--- src/rtl/restoring_divider_pkg.sv ---
// divider_pkg: state encoding, default width and counter sizing shared by the divider files.
package divider_pkg;
    typedef enum logic [1:0] {
        IDLE = 2'd0,
        RUN  = 2'd1,
        DONE = 2'd2
    } state_t;
    localparam int DEFAULT_WIDTH = 4;
    function automatic int cnt_width(input int w);
        return $clog2(w) + 1;
    endfunction
    localparam int CNT_W = cnt_width(DEFAULT_WIDTH);
endpackage

--- src/rtl/restoring_divider_if.sv ---
// restoring_divider_if: start/busy/done handshake plus operand and result buses.
interface restoring_divider_if #(
    parameter int WIDTH = divider_pkg::DEFAULT_WIDTH
);
    logic             start;
    logic [WIDTH-1:0] dividend;
    logic [WIDTH-1:0] divisor;
    logic [WIDTH-1:0] quotient;
    logic [WIDTH-1:0] remainder;
    logic             busy;
    logic             done;
    logic             div_by_zero;
    modport master (
        output start, dividend, divisor,
        input  quotient, remainder, busy, done, div_by_zero
    );
    modport slave (
        input  start, dividend, divisor,
        output quotient, remainder, busy, done, div_by_zero
    );
endinterface

--- src/rtl/restoring_divider_ripple_subtractor.sv ---
// ripple_subtractor: combinational N-bit a-b from full-subtractor cells chained on borrow.
module ripple_subtractor #(
    parameter int N = 5
) (
    input  logic [N-1:0] a,
    input  logic [N-1:0] b,
    output logic [N-1:0] diff,
    output logic         bout
);
    logic [N:0] br;
    assign br[0] = 1'b0;
    for (genvar i = 0; i < N; i++) begin : g_cell
        assign diff[i]  = a[i] ^ b[i] ^ br[i];
        assign br[i+1]  = (~a[i] & b[i]) | (~(a[i] ^ b[i]) & br[i]);
    end
    assign bout = br[N];
endmodule

--- src/rtl/restoring_divider.sv ---
// restoring_divider: sequential unsigned divider, one quotient bit per clock.
// Define DIV_EARLY_DONE_EN to finish in one cycle when divisor > dividend.
module restoring_divider
    import divider_pkg::*;
#(
    parameter int WIDTH = DEFAULT_WIDTH
) (
    input logic clk,
    input logic rst,
    restoring_divider_if.slave bus
);
    localparam int CW = cnt_width(WIDTH);
    state_t state, state_next;
    logic [WIDTH-1:0] q, d, quo, rem;
    logic [WIDTH:0] r, r_sh, diff, r_next;
    logic [CW-1:0] cnt;
    logic bout, done_r, dbz, accept, last, early, fin;

    assign r_sh = (r << 1) | (WIDTH + 1)'(q[WIDTH-1]);

    ripple_subtractor #(.N(WIDTH + 1)) u_sub (
        .a(r_sh),
        .b({1'b0, d}),
        .diff(diff),
        .bout(bout)
    );

    always_ff @(posedge clk) state <= rst ? IDLE : state_next;

    always_comb begin
        accept = bus.start && state != RUN;
        last = cnt == CW'(WIDTH - 1);
`ifdef DIV_EARLY_DONE_EN
        early = cnt == '0 && d > q;
`else
        early = 1'b0;
`endif
        fin = d == '0 || early || last;
        r_next = bout ? r_sh : diff;
        state_next = accept ? RUN : (state == RUN && fin) ? DONE : state;
    end

    // q still holds the untouched dividend on the first step, so the short-cut paths read it directly
    always_ff @(posedge clk) begin
        if (rst) begin
            q <= '0;
            r <= '0;
            d <= '0;
            cnt <= '0;
            quo <= '0;
            rem <= '0;
            dbz <= 1'b0;
            done_r <= 1'b0;
        end else begin
            done_r <= 1'b0;
            if (accept) begin
                q <= bus.dividend;
                r <= '0;
                d <= bus.divisor;
                cnt <= '0;
                dbz <= 1'b0;
            end else if (state == RUN) begin
                if (d == '0) begin
                    quo <= '1;
                    rem <= q;
                    dbz <= 1'b1;
                    done_r <= 1'b1;
                end else if (early) begin
                    quo <= '0;
                    rem <= q;
                    done_r <= 1'b1;
                end else begin
                    q <= {q[WIDTH-2:0], ~bout};
                    r <= r_next;
                    cnt <= cnt + 1'b1;
                    if (last) begin
                        quo <= {q[WIDTH-2:0], ~bout};
                        rem <= r_next[WIDTH-1:0];
                        done_r <= 1'b1;
                    end
                end
            end
        end
    end

    always_comb begin
        bus.busy = state == RUN;
        bus.done = done_r;
        bus.quotient = quo;
        bus.remainder = rem;
        bus.div_by_zero = dbz;
    end
endmodule

--- src/flat_wrapper.sv ---
// flat-port wrapper written by rule: the top's interface ports become plain ports
module restoring_divider_flat import divider_pkg::*;
#(
    parameter int WIDTH = DEFAULT_WIDTH
)
  (clk, rst, bus_start, bus_dividend, bus_divisor, bus_quotient, bus_remainder, bus_busy, bus_done, bus_div_by_zero);
  restoring_divider_if #(.WIDTH(WIDTH)) bus_i ();
  input logic clk;
  input logic rst;
  input wire logic [$bits(bus_i.start)-1:0] bus_start;
  input wire logic [$bits(bus_i.dividend)-1:0] bus_dividend;
  input wire logic [$bits(bus_i.divisor)-1:0] bus_divisor;
  output wire logic [$bits(bus_i.quotient)-1:0] bus_quotient;
  output wire logic [$bits(bus_i.remainder)-1:0] bus_remainder;
  output wire logic [$bits(bus_i.busy)-1:0] bus_busy;
  output wire logic [$bits(bus_i.done)-1:0] bus_done;
  output wire logic [$bits(bus_i.div_by_zero)-1:0] bus_div_by_zero;
  assign bus_i.start = bus_start;
  assign bus_i.dividend = bus_dividend;
  assign bus_i.divisor = bus_divisor;
  assign bus_quotient = bus_i.quotient;
  assign bus_remainder = bus_i.remainder;
  assign bus_busy = bus_i.busy;
  assign bus_done = bus_i.done;
  assign bus_div_by_zero = bus_i.div_by_zero;
  restoring_divider #(.WIDTH(WIDTH)) u_core (.clk(clk), .rst(rst), .bus(bus_i));
endmodule
--- config.mk ---
export PLATFORM = sky130hd
export DESIGN_NAME = restoring_divider_flat
export DESIGN_NICKNAME = d
export VERILOG_FILES = /design/src/rtl/restoring_divider_pkg.sv /design/src/rtl/restoring_divider_if.sv /design/src/rtl/restoring_divider_ripple_subtractor.sv /design/src/rtl/restoring_divider.sv /design/src/flat_wrapper.sv
export SDC_FILE = /design/constraint.sdc
export NUM_CORES = 1
export LEC_CHECK = 0
export CORE_MARGIN = 3
export CORE_UTILIZATION = 57
export CTS_BUF_LIST = sky130_fd_sc_hd__clkbuf_8
export CTS_CLUSTER_DIAMETER = 150
export CTS_CLUSTER_SIZE = 20
export DETAILED_ROUTE_END_ITERATION = 8
export PLACE_DENSITY_LB_ADDON = 0.3
export SKIP_CTS_REPAIR_TIMING = 1
export SLEW_MARGIN = 10
export SYNTH_ARGS = -nofsm -noshare
export SYNTH_HDL_FRONTEND = slang
export SYNTH_SLANG_ARGS = --single-unit
--- constraint.sdc ---
create_clock -name clk -period 4.1 [get_ports clk]
set_input_delay 1.025 -clock clk [delete_from_list [all_inputs] [get_ports clk]]
set_output_delay 1.025 -clock clk [all_outputs]
set_load 0.03 [all_outputs]
Word level (Yosys, flattened, before mapping)
Index checks and enable logic that the tools add are counted. Widths: inputs -> output; s select.

Register bits after elaboration: 27. Bits in latches: 0. Memory bits (writable): 0. ROM bits: 0. Input port bits: 11. Output and inout bits: 11. Memories: 0.

$add $sub $neg: 1. $mul: 0. Div/mod/pow operators: 0. Order comparisons: 0. Equal/unequal tests: 4. Shifts and indexed selects: 0. Mux-type cells: 12. Bitwise operators: 31. Reductions and logical operators: 13.

Operators by type and width (number): $mux 4 (8); $not 1->1 (12); $and 1x1->1 (8); $xor 1x1->1 (7); $reduce_and 2->1 (3); $reduce_bool 2->1 (3); $or 5x1->5 (1); $logic_not 4->1 (1); $mux 1 (4); $ne 2x1->1 const B (2); $add 3x1->3 const B (1); $eq 3x2->1 const B (1); $or 1x1->1 (3); $reduce_and 3->1 (1); $reduce_or 3->1 (1); $eq 2x1->1 const B (1); $logic_and 1x1->1 (2); $reduce_or 2->1 (1); $logic_or 1x1->1 (1).

Longest topological paths before layout
Depth in word-level cells: 14. Mapped depth: 10. Mapped depth without buffers: 9.

Hierarchy
From an unflattened synthesis, not the netlist that was laid out.

Cells, all modules: 142. Area, all modules: 1257.5 µm².

Modules (own cells, without submodules): restoring_divider (times used 1, cells each 125, area an instance 1119.8 µm², seq. area each 540.5 µm²); ripple_subtractor (times used 1, cells each 17, area an instance 137.6 µm², seq. area each 0.0 µm²).

Worst setup path before layout
No wires, ideal clock.

Path type: reg-to-reg. Start: register u_core.q[3]. End: register u_core.r[2]. Setup time: 130 ps. Arrival: 2330 ps. Required time: 3970 ps. Slack: 1639 ps. Stages on the path, launching flop included: 11. Buffers on the path: 1. Clock period less this slack: 2461 ps. Cell sequence: dfxtp_1 > inv_1 > ha_1 > fa_1 > fa_1 > fa_1 > nand2b_1 > clkbuf_1 > nand2_1 > o211ai_1 > a21oi_1.

Cells in the longest elaborated chain, start to end: 11.

RTL lines: start, declared (RTL line restoring_divider.sv:14) `logic [WIDTH-1:0] q, d, quo, rem;`; start signal, assigned (RTL line restoring_divider.sv:57) `q <= bus.dividend;`; start signal, assigned (RTL line restoring_divider.sv:73) `q <= {q[WIDTH-2:0], ~bout};`; $or 5x1->5 * (RTL line restoring_divider.sv:19) `assign r_sh = (r << 1) | (WIDTH + 1)'(q[WIDTH-1]);`; $not 1->1 * (RTL line restoring_divider_ripple_subtractor.sv:14) `assign br[i+1] = (~a[i] & b[i]) | (~(a[i] ^ b[i]) & br[i]);`; $and 1x1->1 * (2 in a row) (RTL line restoring_divider_ripple_subtractor.sv:14); $or 1x1->1 * (RTL line restoring_divider_ripple_subtractor.sv:14); $and 1x1->1 (RTL line restoring_divider_ripple_subtractor.sv:14); $or 1x1->1 (RTL line restoring_divider_ripple_subtractor.sv:14); $and 1x1->1 (RTL line restoring_divider_ripple_subtractor.sv:14); $or 1x1->1 (RTL line restoring_divider_ripple_subtractor.sv:14); $and 1x1->1 (RTL line restoring_divider_ripple_subtractor.sv:14); $mux 4 * (RTL line restoring_divider.sv:39) `r_next = bout ? r_sh : diff;`; end signal, assigned (RTL line restoring_divider.sv:74) `r <= r_next;`; end, declared (RTL line restoring_divider.sv:15) `logic [WIDTH:0] r, r_sh, diff, r_next;`.

Mark *: on every way between the ends. The rest lies on a longest branch, timed or not. A chain may end at the register's enable or synchronous reset.

Worst setup path in the final report
Start: register u_core.q[3]. End: register u_core.rem[1], in the netlist u_core.bus.remainder[1].

Cells in the longest elaborated chain, start to end: 13.

RTL lines: $or 5x1->5 * (RTL line restoring_divider.sv:19); $not 1->1 * (RTL line restoring_divider_ripple_subtractor.sv:14); $and 1x1->1 * (RTL line restoring_divider_ripple_subtractor.sv:14); $and 1x1->1 (RTL line restoring_divider_ripple_subtractor.sv:14); $or 1x1->1 (RTL line restoring_divider_ripple_subtractor.sv:14); $and 1x1->1 (RTL line restoring_divider_ripple_subtractor.sv:14); $or 1x1->1 (RTL line restoring_divider_ripple_subtractor.sv:14); $and 1x1->1 (RTL line restoring_divider_ripple_subtractor.sv:14); $or 1x1->1 (RTL line restoring_divider_ripple_subtractor.sv:14); $and 1x1->1 (RTL line restoring_divider_ripple_subtractor.sv:14); $mux 4 * (RTL line restoring_divider.sv:39); $mux 4 * (RTL line restoring_divider.sv:76) `if (last) begin`; $mux 4 * (RTL line restoring_divider.sv:63) `if (d == '0) begin`; end signal, assigned (RTL line restoring_divider.sv:65) `rem <= q;`; end signal, assigned (RTL line restoring_divider.sv:70) `rem <= q;`; end signal, assigned (RTL line restoring_divider.sv:78) `rem <= r_next[WIDTH-1:0];`; end, declared (RTL line restoring_divider.sv:14).

Mark *: on every way between the ends. The rest lies on a longest branch, timed or not. The select of a mux whose other input is x is not followed.

==> flow_summary.json <==
{
  "finClkSkew_ns": 0.00277,
  "syn2layout_area_growth_pct": 21.4,
  "synthMuxAreaShare_pct": 0,
  "num_vias": 1134,
  "die_h_um": 52.2,
  "synthesis.area_um2": 1220,
  "grt_antenna_before_repair": 0,
  "cts_buffers": 3,
  "setup_viol": 0,
  "first_global_vias": 1035,
  "dpl.cell_count": 184,
  "cts_htree_levels": 1,
  "min_path_cells": 2,
  "synth_top_family_by_area": "simple AND/OR/NAND/NOR gates",
  "yosysSeqAreaShare_pct": 44.4,
  "synth_area_per_cell_um2": 8.51,
  "grt_overflow": 0,
  "synthSimpleGateAreaFrac_pct": 23.1,
  "fin_crit_ns": 2.81,
  "drt_iter0_drc": 36,
  "final_cells": 188,
  "p_per_area_nw_per_um2": 399,
  "finish.net_count": 179,
  "wire_per_inst_um": 15.2,
  "synth-adder-area-share_pct": 8.02,
  "firstDrtPassIters": 4,
  "ios": 22,
  "path_class": "reg -> reg",
  "clock_sinks": 27,
  "die_x_um": 52.2,
  "grt_max_degree": 21,
  "synth-xor-area-share_pct": 0.719,
  "cap_violations": 0,
  "hold_path.class": "reg -> reg",
  "drive_above_1_share_pct": 6.21,
  "arrival_ns": 2.98,
  "synth_seq_cells": 27,
  "viasPerCell": 6.03,
  "tns_ns": 0,
  "cts_tree": "yes",
  "dp_slack_ns": 1.38,
  "cts_root_buffer": "clkbuf_8",
  "final_cell_mix": "nand2_1, dfxtp_1, clkdlybuf4s50_1",
  "ir_drop_mv": 0.275,
  "r2r_start": "u_core.q[3]",
  "synthCells": 143,
  "worstMarginPinSlew_ns": 0.907,
  "place.gp.congestion": 0.903,
  "postLayoutSetupSlackWorst_ns": 1.29,
  "layout_commonest_cell": "nand2_1",
  "startpoint": "u_core.q[3]",
  "clock_latency_ns": 0.27,
  "grt_usage_pct": 24.2,
  "slew_headroom_pct": 39.3,
  "maxSlewViolCount": 0,
  "io_buffer_count": 21,
  "dieArea_um2": 2730,
  "startpoint_type": "flip-flop",
  "crit_path_max_fanout": 14,
  "drcViolationCount": 0,
  "clk_pin_slew_ns": 0.09,
  "rows": 16,
  "antenna_cells": 0,
  "run_status": "completed",
  "yosysUniqueCellTypes": 29,
  "end_kind": "flip-flop",
  "power_leakage_nw": 0.522,
  "hold_viol": 0,
  "hpwl_mm": 2.07,
  "grt_pass1_wl_mm": 4.84,
  "rsz0062_at_grt": "false",
  "yosysWarningCount": 0,
  "worstHoldStart": "u_core.cnt[1]",
  "fin_crit_sh_pct": 68.4,
  "synth_nets": 160,
  "timing.fmax_ghz": 0.356,
  "wl_mm": 2.86,
  "crit_required_ns": 4.27,
  "initial_core_util_pct": 61.4,
  "clock_path_buffers": 2,
  "reg2regPathDepth": 8,
  "postRouteAntennaNets": 0,
  "core_um2": 1980,
  "synth_compound_area_share_pct": 19.5
}
-- per-stage QoR --
step | power, mW | utilization, % | instance area [um^2] | hold WS [ns]
after floorplan | 0.396 | - | 1220 | 0.431
after global placement | 0.437 | 72.3 | 1430 | 0.447
after detailed placement | 0.444 | 72.3 | 1430 | 0.455
after CTS | 0.589 | 74.6 | 1480 | 0.467
after global routing | 0.620 | 74.6 | 1480 | 0.477
final | 0.589 | 74.6 | 1480 | 0.465
-- cells in the mapped netlist --
library cell | n | area [um^2]
ha_1 | 3 | 37.5
nor4_2 | 1 | 12.5
nor2_1 | 10 | 37.5
o21ai_0 | 4 | 20.0
buf_2 | 2 | 10.0
dfxtp_1 | 27 | 541
a211oi_1 | 1 | 7.51
a31oi_1 | 6 | 37.5
nand2_1 | 29 | 109
or4_4 | 1 | 11.3
nand2_2 | 1 | 6.26
nand3_1 | 4 | 20.0
fa_1 | 3 | 60.1
xnor2_1 | 1 | 8.76
o211ai_1 | 4 | 30.0
nor3_1 | 4 | 20.0
nor4_1 | 1 | 6.26
a2111oi_2 | 2 | 30.0
nor2_4 | 1 | 11.3
nand3b_1 | 1 | 7.51
o22ai_1 | 2 | 12.5
nand2b_2 | 1 | 8.76
nand2b_1 | 2 | 12.5
a21oi_1 | 14 | 70.1
and3_1 | 1 | 6.26
clkbuf_1 | 5 | 18.8
inv_1 | 6 | 22.5
a22oi_1 | 4 | 30.0
and2_1 | 2 | 12.5
-- critical path, cell delays in order (launching register included) --
cell       delay (ns)
dfxtp_1          0.37
inv_1            0.08
ha_1             0.20
fa_1             0.39
fa_1             0.41
fa_1             0.39
nand2b_1         0.33
o21ai_0          0.20
a2111oi_2        0.31
-- cells by family after synthesis --
family,after synthesis
adders and majority gates,6
DFF,27
and+or+nand+nor,59
xor gates and xnor gates,1
buffers and inverters,13
AOI/OAI and AO/OA,37
-- per-layer routing --
metal | wire [um] | track usage (%) | share of wire (%)
met1 | 1150 | 33.3 | 40
met2 | 1430 | 38.3 | 50
met3 | 227 | 3.99 | 7.9
met4 | 55 | 8.94 | 1.9
met5 | 0 | 0 | 0
-- area by class of cell --
cell class / instances / area, um^2
clock buffer: 3 / 41.3
tap: 27 / 33.8
inverter: 6 / 22.5
timing repair buffer: 21 / 210
multi-input combinational: 103 / 626
clock inverter: 1 / 3.75
fill: 151 / 504
sequential: 27 / 541
-- registers in the layout, summed over array words and instances (netlist names) --
register and flops:
u_core.bus.quotient 4, u_core.d 4, u_core.r 4, u_core.bus.div_by_zero 1, u_core.bus.remainder 4, u_core.q 4, u_core.bus.done 1, u_core.cnt 3
u_core.state 2
-- path summary, 6_finish.rpt --
check                             to  slack, ns
min reg2reg            u_core.cnt[1]       0.47
max          u_core.bus.remainder[1]       1.29
max reg2reg  u_core.bus.remainder[1]       1.29
min                    u_core.cnt[1]       0.47
-- report_power, final --
part | total, mW | internal [mW] | switching, mW
logic | 0.147 | 0.0575 | 0.0896
registers | 0.295 | 0.280 | 0.0145
clock network | 0.147 | 0.0672 | 0.0798
total | 0.589 | 0.405 | 0.184
(Power assumes the default switching activity.)
